$ cat src/rtl/ram_sched_pkg.sv
// Shared types for the RAM write scheduler: top-level state encoding and
// requester index constants used by the arbiter and the top level.
package ram_sched_pkg;

  typedef enum logic {
    CLEAR = 1'b0,
    RUN   = 1'b1
  } state_t;

  localparam int REQ_A = 0;
  localparam int REQ_B = 1;

endpackage

$ cat src/rtl/ram_write_scheduler_if.sv
// Bus between the two write requesters and the scheduler, plus the registered
// write port that drives the register RAM.
interface ram_write_scheduler_if #(
  parameter int DATA_WIDTH = 16,
  parameter int ADDR_WIDTH = 8
);
  logic                  iClear;
  logic                  iReqA;
  logic [ADDR_WIDTH-1:0] iAddrA;
  logic [DATA_WIDTH-1:0] iDataA;
  logic                  iReqB;
  logic [ADDR_WIDTH-1:0] iAddrB;
  logic [DATA_WIDTH-1:0] iDataB;
  logic                  oAckA;
  logic                  oAckB;
  logic                  oWriteEnable;
  logic [ADDR_WIDTH-1:0] oWriteAddress;
  logic [DATA_WIDTH-1:0] oWriteData;
  logic                  oInitDone;

  modport master (
    output iClear, iReqA, iAddrA, iDataA, iReqB, iAddrB, iDataB,
    input  oAckA, oAckB, oWriteEnable, oWriteAddress, oWriteData, oInitDone
  );

  modport slave (
    input  iClear, iReqA, iAddrA, iDataA, iReqB, iAddrB, iDataB,
    output oAckA, oAckB, oWriteEnable, oWriteAddress, oWriteData, oInitDone
  );
endinterface

$ cat src/rtl/rr_arbiter2.sv
// Two-input round-robin arbiter: on a conflict the requester not granted last
// wins. The last-grant pointer resets to B so A wins the first conflict.
module rr_arbiter2
  import ram_sched_pkg::*;
(
  input  logic       Clock,
  input  logic       Reset,
  input  logic       en,
  input  logic [1:0] req,
  output logic [1:0] grant,
  output logic       update_en
);
  logic last_reg;

  always_comb begin
    grant = '0;
    if (en) begin
      if (req[REQ_A] && (!req[REQ_B] || last_reg == 1'(REQ_B))) begin
        grant[REQ_A] = 1'b1;
      end else if (req[REQ_B]) begin
        grant[REQ_B] = 1'b1;
      end
    end
  end

  assign update_en = |grant;

  always_ff @(posedge Clock or posedge Reset) begin
    if (Reset) begin
      last_reg <= 1'(REQ_B);
    end else if (update_en) begin
      last_reg <= grant[REQ_B] ? 1'(REQ_B) : 1'(REQ_A);
    end
  end
endmodule

$ cat src/rtl/ram_write_scheduler.sv
// Owns the RAM write port: zero-fills entries 0..MEM_SIZE after reset or on
// iClear, then issues round-robin writes from requesters A and B.
module ram_write_scheduler
  import ram_sched_pkg::*;
#(
  parameter int DATA_WIDTH = 16,
  parameter int ADDR_WIDTH = 8,
  parameter int MEM_SIZE   = 8
) (
  input  logic                  Clock,
  input  logic                  Reset,
  ram_write_scheduler_if.slave  bus
);
  localparam logic [ADDR_WIDTH-1:0] LAST_ADDR = ADDR_WIDTH'(MEM_SIZE);

  state_t                state_reg, state_next;
  logic [ADDR_WIDTH-1:0] cnt_reg, cnt_next;
  logic [ADDR_WIDTH-1:0] addr_reg, addr_next;
  logic [DATA_WIDTH-1:0] data_reg, data_next;
  logic                  we_reg, we_next;
  logic                  ack_a_reg, ack_a_next;
  logic                  ack_b_reg, ack_b_next;
  logic                  done_reg, done_next;
  logic [1:0]            elig;
  logic [1:0]            grant;
  logic                  arb_en;
  logic                  upd_en;

  // A request still visible during its ack cycle has already been written.
  assign elig[REQ_A] = bus.iReqA && !ack_a_reg;
  assign elig[REQ_B] = bus.iReqB && !ack_b_reg;
  assign arb_en      = (state_reg == RUN) && !bus.iClear;

  rr_arbiter2 u_arb (
    .Clock     (Clock),
    .Reset     (Reset),
    .en        (arb_en),
    .req       (elig),
    .grant     (grant),
    .update_en (upd_en)
  );

  always_comb begin
    state_next = state_reg;
    cnt_next   = cnt_reg;
    addr_next  = addr_reg;
    data_next  = data_reg;
    we_next    = 1'b0;
    ack_a_next = 1'b0;
    ack_b_next = 1'b0;
    done_next  = done_reg;
    case (state_reg)
      CLEAR: begin
        we_next   = 1'b1;
        addr_next = cnt_reg;
        data_next = '0;
        cnt_next  = cnt_reg + 1'b1;
        if (cnt_reg == LAST_ADDR) begin
          state_next = RUN;
          done_next  = 1'b1;
        end
      end
      RUN: begin
        if (bus.iClear) begin
          state_next = CLEAR;
          cnt_next   = '0;
          done_next  = 1'b0;
        end else if (upd_en) begin
          we_next = 1'b1;
          if (grant[REQ_A]) begin
            ack_a_next = 1'b1;
            addr_next  = bus.iAddrA;
            data_next  = bus.iDataA;
          end else begin
            ack_b_next = 1'b1;
            addr_next  = bus.iAddrB;
            data_next  = bus.iDataB;
          end
        end
      end
      default: state_next = CLEAR;
    endcase
  end

  always_ff @(posedge Clock or posedge Reset) begin
    if (Reset) begin
      state_reg <= CLEAR;
      cnt_reg   <= '0;
      addr_reg  <= '0;
      data_reg  <= '0;
      we_reg    <= 1'b0;
      ack_a_reg <= 1'b0;
      ack_b_reg <= 1'b0;
      done_reg  <= 1'b0;
    end else begin
      state_reg <= state_next;
      cnt_reg   <= cnt_next;
      addr_reg  <= addr_next;
      data_reg  <= data_next;
      we_reg    <= we_next;
      ack_a_reg <= ack_a_next;
      ack_b_reg <= ack_b_next;
      done_reg  <= done_next;
    end
  end

  assign bus.oWriteEnable  = we_reg;
  assign bus.oWriteAddress = addr_reg;
  assign bus.oWriteData    = data_reg;
  assign bus.oAckA         = ack_a_reg;
  assign bus.oAckB         = ack_b_reg;
  assign bus.oInitDone     = done_reg;
endmodule

$ cat src/flat_wrapper.sv
// flat-port wrapper written by rule: the top's interface ports become plain ports
module ram_write_scheduler_flat import ram_sched_pkg::*;
#(
  parameter int DATA_WIDTH = 16,
  parameter int ADDR_WIDTH = 8,
  parameter int MEM_SIZE   = 8
)
  (Clock, Reset, bus_iClear, bus_iReqA, bus_iAddrA, bus_iDataA, bus_iReqB, bus_iAddrB, bus_iDataB, bus_oAckA, bus_oAckB, bus_oWriteEnable, bus_oWriteAddress, bus_oWriteData, bus_oInitDone);
  ram_write_scheduler_if #(.DATA_WIDTH(DATA_WIDTH), .ADDR_WIDTH(ADDR_WIDTH)) bus_i ();
  input  logic Clock;
  input  logic Reset;
  input wire logic [$bits(bus_i.iClear)-1:0] bus_iClear;
  input wire logic [$bits(bus_i.iReqA)-1:0] bus_iReqA;
  input wire logic [$bits(bus_i.iAddrA)-1:0] bus_iAddrA;
  input wire logic [$bits(bus_i.iDataA)-1:0] bus_iDataA;
  input wire logic [$bits(bus_i.iReqB)-1:0] bus_iReqB;
  input wire logic [$bits(bus_i.iAddrB)-1:0] bus_iAddrB;
  input wire logic [$bits(bus_i.iDataB)-1:0] bus_iDataB;
  output wire logic [$bits(bus_i.oAckA)-1:0] bus_oAckA;
  output wire logic [$bits(bus_i.oAckB)-1:0] bus_oAckB;
  output wire logic [$bits(bus_i.oWriteEnable)-1:0] bus_oWriteEnable;
  output wire logic [$bits(bus_i.oWriteAddress)-1:0] bus_oWriteAddress;
  output wire logic [$bits(bus_i.oWriteData)-1:0] bus_oWriteData;
  output wire logic [$bits(bus_i.oInitDone)-1:0] bus_oInitDone;
  assign bus_i.iClear = bus_iClear;
  assign bus_i.iReqA = bus_iReqA;
  assign bus_i.iAddrA = bus_iAddrA;
  assign bus_i.iDataA = bus_iDataA;
  assign bus_i.iReqB = bus_iReqB;
  assign bus_i.iAddrB = bus_iAddrB;
  assign bus_i.iDataB = bus_iDataB;
  assign bus_oAckA = bus_i.oAckA;
  assign bus_oAckB = bus_i.oAckB;
  assign bus_oWriteEnable = bus_i.oWriteEnable;
  assign bus_oWriteAddress = bus_i.oWriteAddress;
  assign bus_oWriteData = bus_i.oWriteData;
  assign bus_oInitDone = bus_i.oInitDone;
  ram_write_scheduler #(.DATA_WIDTH(DATA_WIDTH), .ADDR_WIDTH(ADDR_WIDTH), .MEM_SIZE(MEM_SIZE)) u_core (.Clock(Clock), .Reset(Reset), .bus(bus_i));
endmodule
$ cat config.mk
export PLATFORM = sky130hd
export DESIGN_NAME = ram_write_scheduler_flat
export DESIGN_NICKNAME = d
export VERILOG_FILES = /design/src/rtl/ram_sched_pkg.sv /design/src/rtl/ram_write_scheduler_if.sv /design/src/rtl/rr_arbiter2.sv /design/src/rtl/ram_write_scheduler.sv /design/src/flat_wrapper.sv
export SDC_FILE = /design/constraint.sdc
export NUM_CORES = 1
export LEC_CHECK = 0
export CORE_ASPECT_RATIO = 0.6
export CORE_MARGIN = 4
export CORE_UTILIZATION = 30
export DETAILED_ROUTE_END_ITERATION = 10
export GPL_TIMING_DRIVEN = 0
export SKIP_CTS_REPAIR_TIMING = 1
export SYNTH_ARGS = -nofsm -noshare
export SYNTH_HDL_FRONTEND = slang
export SYNTH_HIERARCHICAL = 1
export SYNTH_SLANG_ARGS = --single-unit
$ cat constraint.sdc
create_clock -name Clock -period 1.6 [get_ports Clock]
set_input_delay 0.32 -clock Clock [delete_from_list [all_inputs] [get_ports Clock]]
set_output_delay 0.32 -clock Clock [all_outputs]
set_load 0.05 [all_outputs]
After elaboration in Yosys (flattened, before gate mapping)
Cells that the tools add are included.
Word-level totals
  bits in latches: 0
  word-level logic and storage cells: 60
  bits in registers: 38
  memories kept: 0
  memory bits (read-only): 0
  bits of input ports: 53
  RAM bits: 0
  output and inout port bits: 28
Operators by class
  bitwise logic cells: 1
  div/mod/pow operators: 0
  add/subtract/negate cells: 1
  mux-type cells: 32
  order comparisons: 0
  shift-type cells: 0
  equal/unequal tests: 5
  reductions and logical operators: 12
  multiply operators: 0
Operators with widths (count)
  2-to-1 mux 16 bit: 3
  2-to-1 mux 8 bit: 4
  case mux 16 bit (2 select lines): 1
  case mux 8 bit (2 select lines): 2
  2-to-1 mux 1 bit: 18
  adder 8 x 1 -> 8 bit, second input constant: 1
  == test 8 x 4 -> 1 bit, second input constant: 1
  != test 2 bit, second input constant: 3
  case mux 1 bit (2 select lines): 3
  logical AND 1 bit: 4
  zero test 1 bit: 4
  AND reduction 2 bit: 2
  2-to-1 mux 2 bit: 1
  != test 2 x 1 -> 1 bit, second input constant: 1
  OR reduction 2 bit: 1
  logical OR 1 bit: 1
  NOT 1 bit: 1

Logic depth before layout (Yosys ltp)
Gate-level depths: netlist of the first run.
  depth in word-level cells: 11
  depth in mapped cells: 9
  mapped depth without buffers: 6

By module
Netlist of the first run, hierarchy kept.
Modules (own cells, without submodules)
  ram_write_scheduler: sequential area each 925.9 um2, times used 1, cells an instance 186, area each 2035.7 um2
  rr_arbiter2: sequential area each 26.3 um2, times used 1, cells an instance 10, area each 73.8 um2

Least setup slack after synthesis of the first run
Ideal clock, no wire load.
  path kind: reg2reg
  start: reg u_core.ack_a_reg, in the netlist u_core/bus.oAckA
  end: reg u_core.data_reg[0], in the netlist u_core/bus.oWriteData[0]
  clock period less this slack: 1765 ps
  stages on the path, launching flop included: 9
  setup time: 120 ps
  data arrival time: 1645 ps
  data required time: 1480 ps
  setup slack: -165 ps
  buffers on the path: 2
  cells stage by stage: dfrtp_1 > nor2b_1 > nand2_1 > a21oi_1 > buf_6 > buf_6 > mux2i_1 > nand2_1 > o211a_1
On the way
  word-level cells in the longest chain between the ends: 9
  elaborated cells between the ends (all ways): 13
  classes of those cells: eq/ne: 1; mux: 7; reduce/logical: 5
Ends and longest elaborated chain
  start: declaration: line ram_write_scheduler.sv:21  | logic ack_a_reg, ack_a_next;
  start signal: assignment: line ram_write_scheduler.sv:101  | ack_a_reg <= ack_a_next;
  zero test 1 bit (*): line ram_write_scheduler.sv:30  | assign elig[REQ_A] = bus.iReqA && !ack_a_reg;
  logical AND 1 bit (*): line ram_write_scheduler.sv:30
  net u_core.elig[0]: line ram_write_scheduler.sv:24  | logic [1:0] elig;
  logical AND 1 bit (*): line rr_arbiter2.sv:18  | if (req[REQ_A] && (!req[REQ_B] || last_reg == 1'(REQ_B))) begin
  2-to-1 mux 1 bit (*): line rr_arbiter2.sv:18
  2-to-1 mux 2 bit (*): line rr_arbiter2.sv:17  | if (en) begin
  net u_core.grant[0]: line ram_write_scheduler.sv:25  | logic [1:0] grant;
  2-to-1 mux 16 bit: line ram_write_scheduler.sv:70  | if (grant[REQ_A]) begin
  2-to-1 mux 16 bit: line ram_write_scheduler.sv:68  | end else if (upd_en) begin
  2-to-1 mux 16 bit: line ram_write_scheduler.sv:64  | if (bus.iClear) begin
  case mux 16 bit (2 select lines): line ram_write_scheduler.sv:52  | case (state_reg)
  end signal: assignment: line ram_write_scheduler.sv:99  | data_reg <= data_next;
  end: declaration: line ram_write_scheduler.sv:19  | logic [DATA_WIDTH-1:0] data_reg, data_next;
The timed path passes the listed nets; every way through them passes the cells marked *. The select of a mux whose other input is x is not followed.
A chain may end at the register's enable or synchronous reset.

Final worst setup path of the first run
  start: in bus_iReqA
  end: reg u_core.data_reg[5], in the netlist u_core/bus.oWriteData[5]
On the way
  word-level cells in the longest chain between the ends: 8
  elaborated cells between the ends (all ways): 12
  classes of those cells: eq/ne: 1; mux: 7; reduce/logical: 4
Ends and longest elaborated chain
  start: declaration: line flat_wrapper.sv:13  | input wire logic [$bits(bus_i.iReqA)-1:0] bus_iReqA;
  logical AND 1 bit (*): line ram_write_scheduler.sv:30
  net u_core.elig[0]: line ram_write_scheduler.sv:24
  logical AND 1 bit (*): line rr_arbiter2.sv:18
  2-to-1 mux 1 bit (*): line rr_arbiter2.sv:18
  2-to-1 mux 2 bit (*): line rr_arbiter2.sv:17
  net u_core.grant[0]: line ram_write_scheduler.sv:25
  2-to-1 mux 16 bit: line ram_write_scheduler.sv:70
  2-to-1 mux 16 bit: line ram_write_scheduler.sv:68
  2-to-1 mux 16 bit: line ram_write_scheduler.sv:64
  case mux 16 bit (2 select lines): line ram_write_scheduler.sv:52
Marked as above.

==> impl_metrics.tcl, run 1 <==
set metrics [dict create \
    worstPathArrival_ns 1.89 \
    layout_min_cycle_time_ns 1.72 \
    timing.fmax_ghz 0.581 \
    ys_warn_count 6 \
    initial_utilization 0.313 \
    slew_viol_final 0 \
    nature_of_the_critical_path_startpoint "input port" \
    wire_length_per_cell_um 16.7 \
    worstPathCellList "clkdlybuf4s50_1 -> nor2b_4 -> nand2_4 -> a21oi_4 -> buf_8 -> buf_12 -> mux2i_2 -> nand2_1 -> o211a_1" \
    dr_total_vias 1798 \
    grt_antenna_before_repair 0 \
    startpoint_of_the_worst_register_to_register_path "u_core/state_reg" \
    clock_tree.root_cell "sky130_fd_sc_hd__clkbuf_16" \
    max_ffs_per_register 16 \
    sequential_cell_area_um2 955 \
    largest_fanout_on_the_critical_path 5 \
    max_cap_violations 0 \
    finalCritPeriodShare 1.08 \
    final.setup.worst_slack_ns -0.121 \
    io_pins 81 \
    required_ns 1.77 \
    number_of_buffers_inserted_during_clock_tree_synthesis 5 \
    hold_viol 0 \
    clkSlewWorstSetupHoldPaths_ns 0.06 \
    areaGrowthSynthToFinish_pct 65.9 \
    antenna-diode-count 0 \
    vias_per_cell 4.73 \
    drt_iter0_drc 57 \
    final_area_mm2 0.00349 \
    synthCells 195 \
    hpwl_um 4520 \
    criticalPathCategory "input port to register" \
    placementRows 23 \
    rsz0062_at_grt "true" \
    slew-limit-headroom 0.466 \
    violations_in_the_final_reports "negative setup slack" \
    post_route_antenna_net_violation_count 0 \
    status "finished, violations left" \
    grt_pass1_wl_um 9480 \
    area_used_by_multi_input_combinational_logic_mm2 0.00102 \
    cellPowerDensity_mw_per_mm2 710 \
    dpl-instance-area_mm2 0.00303 \
    r2r_end "u_core/bus.oWriteData[5]" \
    syn-mean-instance-area_um2 10.8 \
    min_path_type "input port to async pin" \
    fillers 603 \
    fp.dieH_um 72.9 \
    place_ws_ns -0.803 \
    timing.reg2reg.worst_path_depth 9 \
    detail_route.drc_violations 0 \
    setup.reg_to_reg.worst_slack_ns -0.11 \
    total_leakage_power_nw 2.08 \
    syn_nets 250 \
    timing.final.setup_violations 25 \
    clock_skew_ns 0.00591 \
    drt_wl_total_um 6350 \
    netlist_area_mm2 0.00210 \
    drt_pass1_iterations 4 \
    clk_path_buf_depth 2 \
    fin_nets 347 \
    postLayoutCoreUtil 0.518 \
    worst-slew-pin-transition_ns 0.800 \
    end_kind "register" \
    die_width_um 116 \
    critical-path-max-stage-delay_ns 0.45 \
    gp_routability_congestion 0.828 \
    critical-path-slowest-cell "sky130_fd_sc_hd__clkdlybuf4s50_1" \
    die_outline_area_mm2 0.00846 \
    clock_insertion_delay_worst_skew_ns 0.28 \
    cts.sinks 38 \
    grt_remaining_overflow 0 \
    cts.htree.levels 2 \
    pin_count_of_the_biggest_net_entering_global_routing 38 \
    peakVddDrop_mv 0.366 \
    layout.cells.most_common "sky130_fd_sc_hd__clkdlybuf4s50_1" \
    globalRouteTotalUtil 0.145 \
    core_region_area_mm2 0.00673 \
    first_global_vias 1831 \
    clock_tree_from_tritoncts "built" \
    share_of_cells_above_drive_strength_1 0.222 \
    port_buffers 80 \
    layout_common_cells "sky130_fd_sc_hd__clkdlybuf4s50_1 (51), sky130_fd_sc_hd__dfrtp_1 (35), sky130_fd_sc_hd__dlymetal6s2s_1 (29), sky130_fd_sc_hd__nand2_1 (26)" \
]
## routing by layer
layer  wire (um)  GRT usage
met1        3170      0.218
met2        2620      0.201
met3         562     0.0522
met4           0     0.0270
met5           0          0
## worst max path at each step
stage	start	endpoint	slack [ns]	cells past startpoint
2_1_floorplan	u_core/bus.oAckA	u_core/bus.oWriteData[0]	-0.004	8
3_3_place_gp	bus_iClear	u_core/bus.oWriteData[8]	-0.77	9
3_5_place_dp	bus_iClear	u_core/bus.oWriteData[8]	-0.80	9
4_1_cts	bus_iClear	u_core/bus.oWriteData[8]	-0.51	9
5_1_grt	u_core/state_reg	u_core/bus.oWriteData[2]	-0.19	9
6_report	bus_iReqA	u_core/bus.oWriteData[5]	-0.12	9
## area by class of cell
class	instances	share of cell area
clock buffer	6	0.0398
timing repair buffer	90	0.281
clock inverter	2	0.0172
buffer	16	0.0509
inverter	12	0.0129
sequential	38	0.273
multi-input combinational	129	0.294
tap	87	0.0312
## worst max-delay path: cells and delay by family
kind	cells	cell delay [ns]
AO/OA/AOI/OAI	2	0.27
buffers and inverters	3	0.75
multiplexers	1	0.21
AND/OR/NAND/NOR	3	0.31
## power breakdown
part	internal, mW	total (mW)	switching [mW]	leakage (nW)
Clock	0.936	1.33	0.391	0.0971
Combinational	0.133	0.190	0.0569	1.52
Sequential	0.961	0.961	0	0.460
## metrics by stage
stage,power (mW),hold WS (ns),setup TNS (ns),instances
2_1_floorplan,1.02,0.210,-0.0435,195
3_3_place_gp,1.16,0.472,-36.30,362
3_5_place_dp,1.16,0.489,-18.90,362
4_1_cts,2.51,0.394,-15.92,370
5_1_grt,2.57,0.392,-3.72,380
6_report,2.48,0.402,-1.91,380
Note: power is estimated with default switching activity, not from simulation.
==> inputs of run 2 (changes only) <==
- CAP_MARGIN: default -> 40
==> results of run 2 <==
Same layout as run 1: the final DEF is identical, and so are final timing and power.
